<file path="src/rtl/cpu_package.sv">
// Shared types for the control path: ALU operation codes and decoded instruction formats.
package cpu_package;

  typedef enum logic [3:0] {
    AluAdd,
    AluSub,
    AluSll,
    AluSlt,
    AluSltu,
    AluXor,
    AluSrl,
    AluSra,
    AluOr,
    AluAnd,
    AluPassB
  } alu_function_t;

  typedef enum logic [2:0] {
    TypeR,
    TypeI,
    TypeS,
    TypeB,
    TypeU,
    TypeJ
  } instruction_type_t;

endpackage

</file>
<file path="src/rtl/multicycle_control.sv">
// Multi-cycle RV32I control unit: sequences each instruction through fetch, decode, execute,
// memory and writeback over a shared req/ready memory port, with timeout and illegal-op traps.
module multicycle_control
  import cpu_package::*;
#(
  parameter int unsigned MEM_TIMEOUT = 16,
  parameter int unsigned CNT_W       = 32
) (
  input  logic              clk,
  input  logic              reset,
  input  logic [31:0]       instruction,
  input  logic              alu_equal,
  input  logic              mem_ready,
  output logic              mem_req,
  output logic              mem_addr_sel,
  output logic              ir_write,
  output logic              pc_write,
  output logic              reg_write,
  output logic              dmem_write,
  output logic              alu_select,
  output logic              result_select,
  output alu_function_t     alu_control,
  output instruction_type_t instruction_type,
  output logic              trap,
  output logic              trap_cause,
  output logic [CNT_W-1:0]  retire_count
);

  localparam int unsigned TmoW = $clog2(MEM_TIMEOUT + 1);

  localparam logic [6:0] OpR      = 7'b0110011;
  localparam logic [6:0] OpImm    = 7'b0010011;
  localparam logic [6:0] OpLui    = 7'b0110111;
  localparam logic [6:0] OpLoad   = 7'b0000011;
  localparam logic [6:0] OpStore  = 7'b0100011;
  localparam logic [6:0] OpBranch = 7'b1100011;
  localparam logic [6:0] OpJal    = 7'b1101111;

  typedef enum logic [3:0] {
    StFetch,
    StDecode,
    StExecute,
    StMemAddr,
    StMemWait,
    StWriteback,
    StBranch,
    StJump,
    StTrap
  } state_e;

  state_e            state_q, state_d;
  logic [TmoW-1:0]   tmo_q, tmo_d;
  logic [CNT_W-1:0]  retire_q, retire_d;
  logic              trap_q, trap_d;
  logic              cause_q, cause_d;
  logic              mem_req_q, mem_req_d;
  logic              addr_sel_q, addr_sel_d;
  logic              dmem_write_q, dmem_write_d;
  logic              alu_select_q, alu_select_d;
  logic              result_select_q, result_select_d;
  logic              reg_write_q, reg_write_d;

  logic [6:0] opcode;
  logic [2:0] funct3;
  logic       is_load, is_store, is_imm_alu, is_lui;
  logic       handshake, waiting, tmo_hit, branch_taken;

  assign opcode     = instruction[6:0];
  assign funct3     = instruction[14:12];
  assign is_load    = (opcode == OpLoad);
  assign is_store   = (opcode == OpStore);
  assign is_imm_alu = (opcode == OpImm);
  assign is_lui     = (opcode == OpLui);

  // mem_ready only counts while a request is actually outstanding.
  assign handshake    = mem_req_q & mem_ready;
  assign waiting      = mem_req_q & ~mem_ready;
  assign tmo_hit      = waiting & (tmo_q == TmoW'(MEM_TIMEOUT - 1));
  assign branch_taken = ((funct3 == 3'b000) & alu_equal) | ((funct3 == 3'b001) & ~alu_equal);

  function automatic alu_function_t alu_op(input logic [2:0] f3, input logic alt);
    case (f3)
      3'b000:  return alt ? AluSub : AluAdd;
      3'b001:  return AluSll;
      3'b010:  return AluSlt;
      3'b011:  return AluSltu;
      3'b100:  return AluXor;
      3'b101:  return alt ? AluSra : AluSrl;
      3'b110:  return AluOr;
      default: return AluAnd;
    endcase
  endfunction

  // Combinational decode of the IR into ALU operation and instruction format.
  always_comb begin
    alu_control      = AluAdd;
    instruction_type = TypeI;
    case (opcode)
      OpR: begin
        instruction_type = TypeR;
        alu_control      = alu_op(funct3, instruction[30]);
      end
      OpImm: begin
        instruction_type = TypeI;
        // Only shifts use bit 30 as a modifier; for addi it is immediate data.
        alu_control      = alu_op(funct3, instruction[30] & (funct3 == 3'b101));
      end
      OpLoad:   instruction_type = TypeI;
      OpStore:  instruction_type = TypeS;
      OpBranch: begin
        instruction_type = TypeB;
        alu_control      = AluSub;
      end
      OpLui: begin
        instruction_type = TypeU;
        alu_control      = AluPassB;
      end
      OpJal:    instruction_type = TypeJ;
      default: begin
        instruction_type = TypeI;
        alu_control      = AluAdd;
      end
    endcase
  end

  // Next state, trap capture, retire counting and the memory timeout counter.
  always_comb begin
    state_d  = state_q;
    trap_d   = trap_q;
    cause_d  = cause_q;
    retire_d = retire_q;
    tmo_d    = waiting ? tmo_q + 1'b1 : '0;
    unique case (state_q)
      StFetch: begin
        if (handshake) begin
          state_d = StDecode;
        end else if (tmo_hit) begin
          state_d = StTrap;
          cause_d = 1'b1;
        end
      end
      StDecode: begin
        case (opcode)
          OpR, OpImm, OpLui: state_d = StExecute;
          OpLoad, OpStore:   state_d = StMemAddr;
          OpJal:             state_d = StJump;
          OpBranch: begin
            if (funct3 == 3'b000 || funct3 == 3'b001) begin
              state_d = StBranch;
            end else begin
              state_d = StTrap;
              cause_d = 1'b0;
            end
          end
          default: begin
            state_d = StTrap;
            cause_d = 1'b0;
          end
        endcase
      end
      StExecute: state_d = StWriteback;
      StMemAddr: state_d = StMemWait;
      StMemWait: begin
        if (handshake) begin
          if (is_store) begin
            state_d  = StFetch;
            retire_d = retire_q + 1'b1;
          end else begin
            state_d = StWriteback;
          end
        end else if (tmo_hit) begin
          state_d = StTrap;
          cause_d = 1'b1;
        end
      end
      StWriteback, StBranch, StJump: begin
        state_d  = StFetch;
        retire_d = retire_q + 1'b1;
      end
      StTrap:  state_d = StTrap;
      default: state_d = StTrap;
    endcase
    if (state_d == StTrap) begin
      trap_d = 1'b1;
    end
  end

  // Moore outputs are registered from the upcoming state so they are glitch-free and reset low.
  always_comb begin
    mem_req_d       = (state_d == StFetch) || (state_d == StMemWait);
    addr_sel_d      = (state_d == StMemWait);
    dmem_write_d    = (state_d == StMemWait) && is_store;
    alu_select_d    = ((state_d == StExecute) && (is_imm_alu || is_lui)) || (state_d == StMemAddr);
    result_select_d = (state_d == StWriteback) && is_load;
    reg_write_d     = (state_d == StWriteback) || (state_d == StJump);
  end

  // State and registered outputs.
  always_ff @(posedge clk or posedge reset) begin
    if (reset) begin
      state_q         <= StFetch;
      tmo_q           <= '0;
      retire_q        <= '0;
      trap_q          <= 1'b0;
      cause_q         <= 1'b0;
      mem_req_q       <= 1'b0;
      addr_sel_q      <= 1'b0;
      dmem_write_q    <= 1'b0;
      alu_select_q    <= 1'b0;
      result_select_q <= 1'b0;
      reg_write_q     <= 1'b0;
    end else begin
      state_q         <= state_d;
      tmo_q           <= tmo_d;
      retire_q        <= retire_d;
      trap_q          <= trap_d;
      cause_q         <= cause_d;
      mem_req_q       <= mem_req_d;
      addr_sel_q      <= addr_sel_d;
      dmem_write_q    <= dmem_write_d;
      alu_select_q    <= alu_select_d;
      result_select_q <= result_select_d;
      reg_write_q     <= reg_write_d;
    end
  end

  // IR/pc loads depend on same-cycle handshake and branch flag, so they stay combinational.
  always_comb begin
    ir_write = (state_q == StFetch) && handshake;
    pc_write = ir_write || ((state_q == StBranch) && branch_taken) || (state_q == StJump);
  end

  assign mem_req       = mem_req_q;
  assign mem_addr_sel  = addr_sel_q;
  assign dmem_write    = dmem_write_q;
  assign alu_select    = alu_select_q;
  assign result_select = result_select_q;
  assign reg_write     = reg_write_q;
  assign trap          = trap_q;
  assign trap_cause    = cause_q;
  assign retire_count  = retire_q;

endmodule

</file>
<file path="config.mk">
export PLATFORM = sky130hd
export DESIGN_NAME = multicycle_control
export DESIGN_NICKNAME = d
export VERILOG_FILES = /design/src/rtl/cpu_package.sv /design/src/rtl/multicycle_control.sv
export SDC_FILE = /design/constraint.sdc
export NUM_CORES = 1
export LEC_CHECK = 0
export CAP_MARGIN = 15
export CELL_PAD_IN_SITES_DETAIL_PLACEMENT = 1
export CELL_PAD_IN_SITES_GLOBAL_PLACEMENT = 1
export CORE_MARGIN = 1
export CORE_UTILIZATION = 32
export CTS_BUF_LIST = sky130_fd_sc_hd__clkbuf_2 sky130_fd_sc_hd__clkbuf_4 sky130_fd_sc_hd__clkbuf_8
export DETAILED_ROUTE_END_ITERATION = 16
export GPL_TIMING_DRIVEN = 0
export PLACE_DENSITY = 0.84
export SLEW_MARGIN = 40
export SYNTH_ARGS = -nofsm -noshare
export SYNTH_HDL_FRONTEND = slang
export SYNTH_SLANG_ARGS = --single-unit
</file>
<file path="constraint.sdc">
create_clock -name clk -period 1.91 [get_ports clk]
set_input_delay 0.382 -clock clk [delete_from_list [all_inputs] [get_ports clk]]
set_output_delay 0.382 -clock clk [all_outputs]
set_load 0.02 [all_outputs]
</file>
# Word level (Yosys, flattened, before mapping)
# Cells that the tools add are included.
[classes]
n_addsub = 2
eq_ne = 33
mux = 24
bitwise_logic = 9
n_reduce_logical = 24
[op_table]
columns = ["operator", "count"]
rows = [
  ["$mux W32", 2],
  ["$pmux W32 S2", 1],
  ["$pmux W4 S7", 2],
  ["$add A32 B1 Y32 const B", 1],
  ["$pmux W4 S4", 2],
  ["$eq A4 B3 Y1 const B", 7],
  ["$pmux W4 S6", 1],
  ["$eq A7 B6 Y1 const B", 3],
  ["$eq A4 B2 Y1 const B", 4],
  ["$mux W4", 4],
  ["$pmux W3 S5", 1],
  ["$eq A7 B7 Y1 const B", 2],
  ["$eq A3 B3 Y1 const B", 3],
  ["$logic_not A4 Y1", 2],
  ["$ne A2 B2 Y1 const B", 4],
  ["$eq A7 B2 Y1 const B", 1],
  ["$eq A7 B5 Y1 const B", 1],
  ["$logic_or A1 B1 Y1", 7],
  ["$mux W1", 7],
  ["$and A1 B1 Y1", 6],
  ["$eq A3 B2 Y1 const B", 2],
  ["$reduce_or A3 Y1", 2],
  ["$reduce_or A6 Y1", 1],
  ["$add A5 B1 Y5 const B", 1],
  ["other kinds (17)", 25],
]
[totals]
ff_bits = 49
in_bits = 36
output_inout_bits = 49
wordCells = 103

# Logic depth before layout (Yosys ltp)
[logic_depth]
ltp_word = 9
depth_mapped = 7
ltp_nobuf = 6

# Worst setup path after synthesis
# No wires, ideal clock.
[synth_timing]
kind = "input -> register"
startpoint = "input instruction[2]"
endpoint = "register trap_q, in the netlist trap"
setup_ns = 0.124
arrival_ns = 1.843
t_required_ns = 1.786
path_slack_ns = -0.057
path_stages = 6
path_buffers = 1
path_cell_list = "clkbuf_1 -> or4_1 -> a211oi_2 -> nor3b_1 -> or3_4 -> or2_1"
[synth_via]
elab_chain_cells = 5
elab_cells_between_ends = 14
classes_between = "8 x eq/ne; 4 x mux; 2 x reduce/logical"
[synth_lines]
columns = ["element", "line_no", "source"]
rows = [
  ["from (decl)", "multicycle_control.sv:11", "input logic [31:0] instruction,"],
  ["$eq A7 B5 Y1, or another cell as far along", "multicycle_control.sv:143", "case (opcode)"],
  ["$reduce_or A3 Y1 / $reduce_or A2 Y1 (equally long branches)", "--", ""],
  ["$pmux W4 S4 (*)", "multicycle_control.sv:143", ""],
  ["$pmux W4 S6 (*)", "multicycle_control.sv:133", "unique case (state_q)"],
  ["named net state_d[3]", "multicycle_control.sv:51", "state_e state_q, state_d;"],
  ["$eq A4 B4 Y1 (*)", "multicycle_control.sv:183", "if (state_d == StTrap) begin"],
  ["to (signal assigned)", "multicycle_control.sv:216", "trap_q <= trap_d;"],
  ["to (decl)", "multicycle_control.sv:54", "logic trap_q, trap_d;"],
]
# The timed path passes the listed nets; every way through them passes the cells marked *.
# A chain may end at the register's enable or synchronous reset.

# Worst setup path after layout
[layout_timing]
startpoint = "register state_q[1]"
endpoint = "output pc_write"
[layout_via]
elab_chain_cells = 4
elab_cells_between_ends = 7
classes_between = "2 x eq/ne; 5 x reduce/logical"
[layout_lines]
columns = ["element", "line_no", "source"]
rows = [
  ["from (decl)", "multicycle_control.sv:51", ""],
  ["from (signal assigned)", "multicycle_control.sv:201", "state_q <= StFetch;"],
  ["from (signal assigned)", "multicycle_control.sv:213", "state_q <= state_d;"],
  ["$eq A4 B3 Y1 / $logic_not A4 Y1 (equally long branches)", "multicycle_control.sv:230, multicycle_control.sv:229", ""],
  ["$logic_and A1 B1 Y1, on equally long branches", "multicycle_control.sv:230, multicycle_control.sv:229", ""],
  ["$logic_or A1 B1 Y1", "multicycle_control.sv:230", "pc_write = ir_write || ((state_q == StBranch) && branch_taken) || (state_q == StJump);"],
  ["$logic_or A1 B1 Y1 (*)", "multicycle_control.sv:230", ""],
  ["to (decl)", "multicycle_control.sv:17", "output logic pc_write,"],
]
# Every way passes the cells marked *; elsewhere a longest branch is shown, timed or not.

==> impl_metrics.csv <==
group,metric,value,unit
placement,place_ws,-0.881,ns
synth,synth_top_area_share,48.6,%
power_and_ir_drop,p_per_area,652,nW/um^2
finish,drive_gt1_share,24.6,%
synth,synth_cell_types,46,
worst_setup_path,critPathMaxFanout,8,
min_path,hp-class,"primary input to async pin",
power_and_ir_drop,ir_drop,0.385,mV
routing,wl_per_cell,15.5,um
sta,min_period,1.93,ns
worst_setup_path,critPathCaptureType,"output port",
power_and_ir_drop,p_switching,0.666,mW
routing,vias_per_cell,4.97,
die,die_h,90.8,um
routing,drt_iter0_drc,68,
power_and_ir_drop,p_comb_share,19.1,%
power_and_ir_drop,power_frac_seq,49.0,%
clock_network,clockRootBuffer,"clkbuf_8",
finish,num_antenna_cells,0,
placement,port_buffers,61,
routing,first_pass_iters,4,
die,core_area,7690,sq um
synth,ys_ff_latch,49,
clock_network,cts_buffers,5,
sta,setup_slack,-0.0219,ns
finish,fill_cells,872,
synth,ys_seq_area_share,48.6,%
synth,synth-edff-count,0,
clock_network,cts_tree,"built",
global_route,antenna_found_initial,0,
placement,dpl.hpwl,4780,um
finish,final_net_count,375,
global_route,grt_pass1_vias,2312,
worst_setup_path,cp.arrival,1.55,ns
global_route,gr-usage-all-layers,16.5,%
sta,fin_crit_sh,101,%
finish,final_cell_mix,"46 x dfrtp_1, 41 x clkdlybuf4s50_1, 22 x nor2_1",
worst_setup_path,cp.required,1.53,ns
routing,vias,2182,
clock_network,clkSlewWorstSetupHoldPaths,0.10,ns
synth,ys.flop_type,"dfrtp_1",
worst_setup_path,r2r_slack,0.03,ns
synth,ys_async_sr_fraction,100,%
die,num_rows,32,
global_route,gr-total-overflow,0,
clock_network,htree_levels,2,
finish,post-route-util,46.9,%
synth,synthTopCellsByArea,"dfrtp_1 49%, xor2_1 6.9%, xnor2_1 4.9%, nand2_1 3.4%, nor2_1 3.4%",
global_route,grt_pass1_wl,11100,um
routing,ant_nets,0,
synth,syn_inst,256,
sta,fin_skew,0.00755,ns
job,drv_cap,0,
power_and_ir_drop,p_leak,1.56,nW
power_and_ir_drop,internal_power,1.68,mW
finish,areaGrowthSynthToFinish,43.0,%
worst_setup_path,r2r_cells,7,
sta,rsz0062_at_grt,"yes",
power_and_ir_drop,clockPowerShare,31.9,%
placement,globalplace.congestion,0.825,
sta,whs,0.314,ns
power_and_ir_drop,switching_share,28.3,%
routing,drt-total-wl,6790,um
worst_setup_path,cp-start-kind,"flip-flop",
worst_setup_path,r2r_end,"retire_count[12]",
power_and_ir_drop,fin_total_pwr,2.35,mW
global_route,grt_max_degree,40,
sta,setup-tns-final,-0.0219,ns
sta,finalMaxSlewViolations,0,
sta,worstMarginPinSlew,0.401,ns
sta,hold_viol,0,
finish,largest_reg_flops,32,
worst_setup_path,crit_type,"flip-flop to output port",
placement,dpl_cell_area,3280,sq um
synth,synth_area,2520,sq um
clock_network,cts_num_sinks,49,
placement,dp.cells,420,
worst_setup_path,r2r_start,"retire_count[0]",
synth,syn_nets,295,
outcome,outcome,"finished, violations left",
finish,layout_commonest_cell,"dfrtp_1",
finish,stdcell_area,3610,sq um
clock_network,clk_latency,0.30,ns
die,die-area,8240,sq um
synth,syn_avg_cell_area,9.85,sq um
synth,synth_top_cell_by_area,"dfrtp_1",
sta,finalSetupViolCount,1,
clock_network,clockBufferDepth,2,
routing,drc,0,
synth,yosys_warnings,0,
die,die_w,90.8,um
die,start_util,32.8,%
die,io_pins,85,
sta,timing.fmax,518,MHz
outcome,failed_checks,"negative setup slack",
finish,fin_cells,439,
sta,relSlewSlack,73.1,%
[layout make-up]
cell class	instances	area [sq um]	share of cell area [%]
multi-input combinational	189	1380	38.3
sequential	49	1230	34.1
timing repair buffer	75	668	18.5
tap	102	128	3.54
clock buffer	5	68.8	1.91
clock inverter	3	46.3	1.28
inverter	11	43.8	1.21
buffer	5	40.0	1.11
[cells in the mapped netlist (all sizes together) (2+ instances only)]
cell type  instances
a211oi             2
a21oi              6
a221oi             2
and2               4
and3               7
and4               3
buf                5
clkbuf             2
dfrtp             49
ha                 3
inv               11
mux2i              2
nand2             23
nand2b             4
nand3             15
nand3b             2
nand4              8
nor2              23
nor2b              3
nor3              18
nor3b              2
nor4               6
o21a               2
o21ai              3
or2                3
xnor2             14
xor2              20
[worst max-delay path by stage]
stage                        to  slack, ns           start  depth (start not counted)
6_report               pc_write      -0.02      state_q[1]                          4
5_1_grt                pc_write      -0.09         mem_req                          5
4_1_cts           result_select      -0.02      state_q[2]                          5
3_5_place_dp   retire_count[13]      -0.88  instruction[3]                          7
3_3_place_gp   retire_count[13]      -0.84  instruction[3]                          7
2_1_floorplan              trap      0.005  instruction[2]                          6
[critical path, cell delays in order (launching register included)]
cell	delay, ns
dfrtp_1	0.50
nor4_1	0.37
a31oi_1	0.11
nor2_1	0.12
buf_4	0.15
[power groups by stage]
stage	logic, mW	clock network (mW)	registers, mW
floorplan	0.181	0	1.19
global placement	0.368	0	1.16
detailed placement	0.385	0	1.16
CTS	0.406	0.771	1.15
global route	0.492	0.817	1.16
finish	0.448	0.750	1.15
[cell families (layout without fill, tap and decap cells)]
group / count (synthesis) / in the layout / share of synthesized area [%]
buf+inv: 18 / 99 / 2.88
flops: 49 / 49 / 48.6
compound gates: 23 / 23 / 6.55
simple gates: 126 / 126 / 27.4
mux: 3 / 3 / 1.24
xor+xnor: 34 / 34 / 11.8
fa+ha+maj: 3 / 3 / 1.49
[metal layers]
layer	part of all wire, %	GRT usage [%]	up-vias
li1	-	-	1053
met1	40	19.2	1057
met2	53	30.1	61
met3	4.8	4.21	11
met4	1.4	3.90	0
met5	0	0	-
[what timing repair did]
action	4_1_cts	5_1_grt
setup endpoints to repair	50	36
hold buffers	0	0
setup buffers	5	8
gates resized for setup	70	31
pin swaps	9	11
Power figures use the tool's default switching activity.
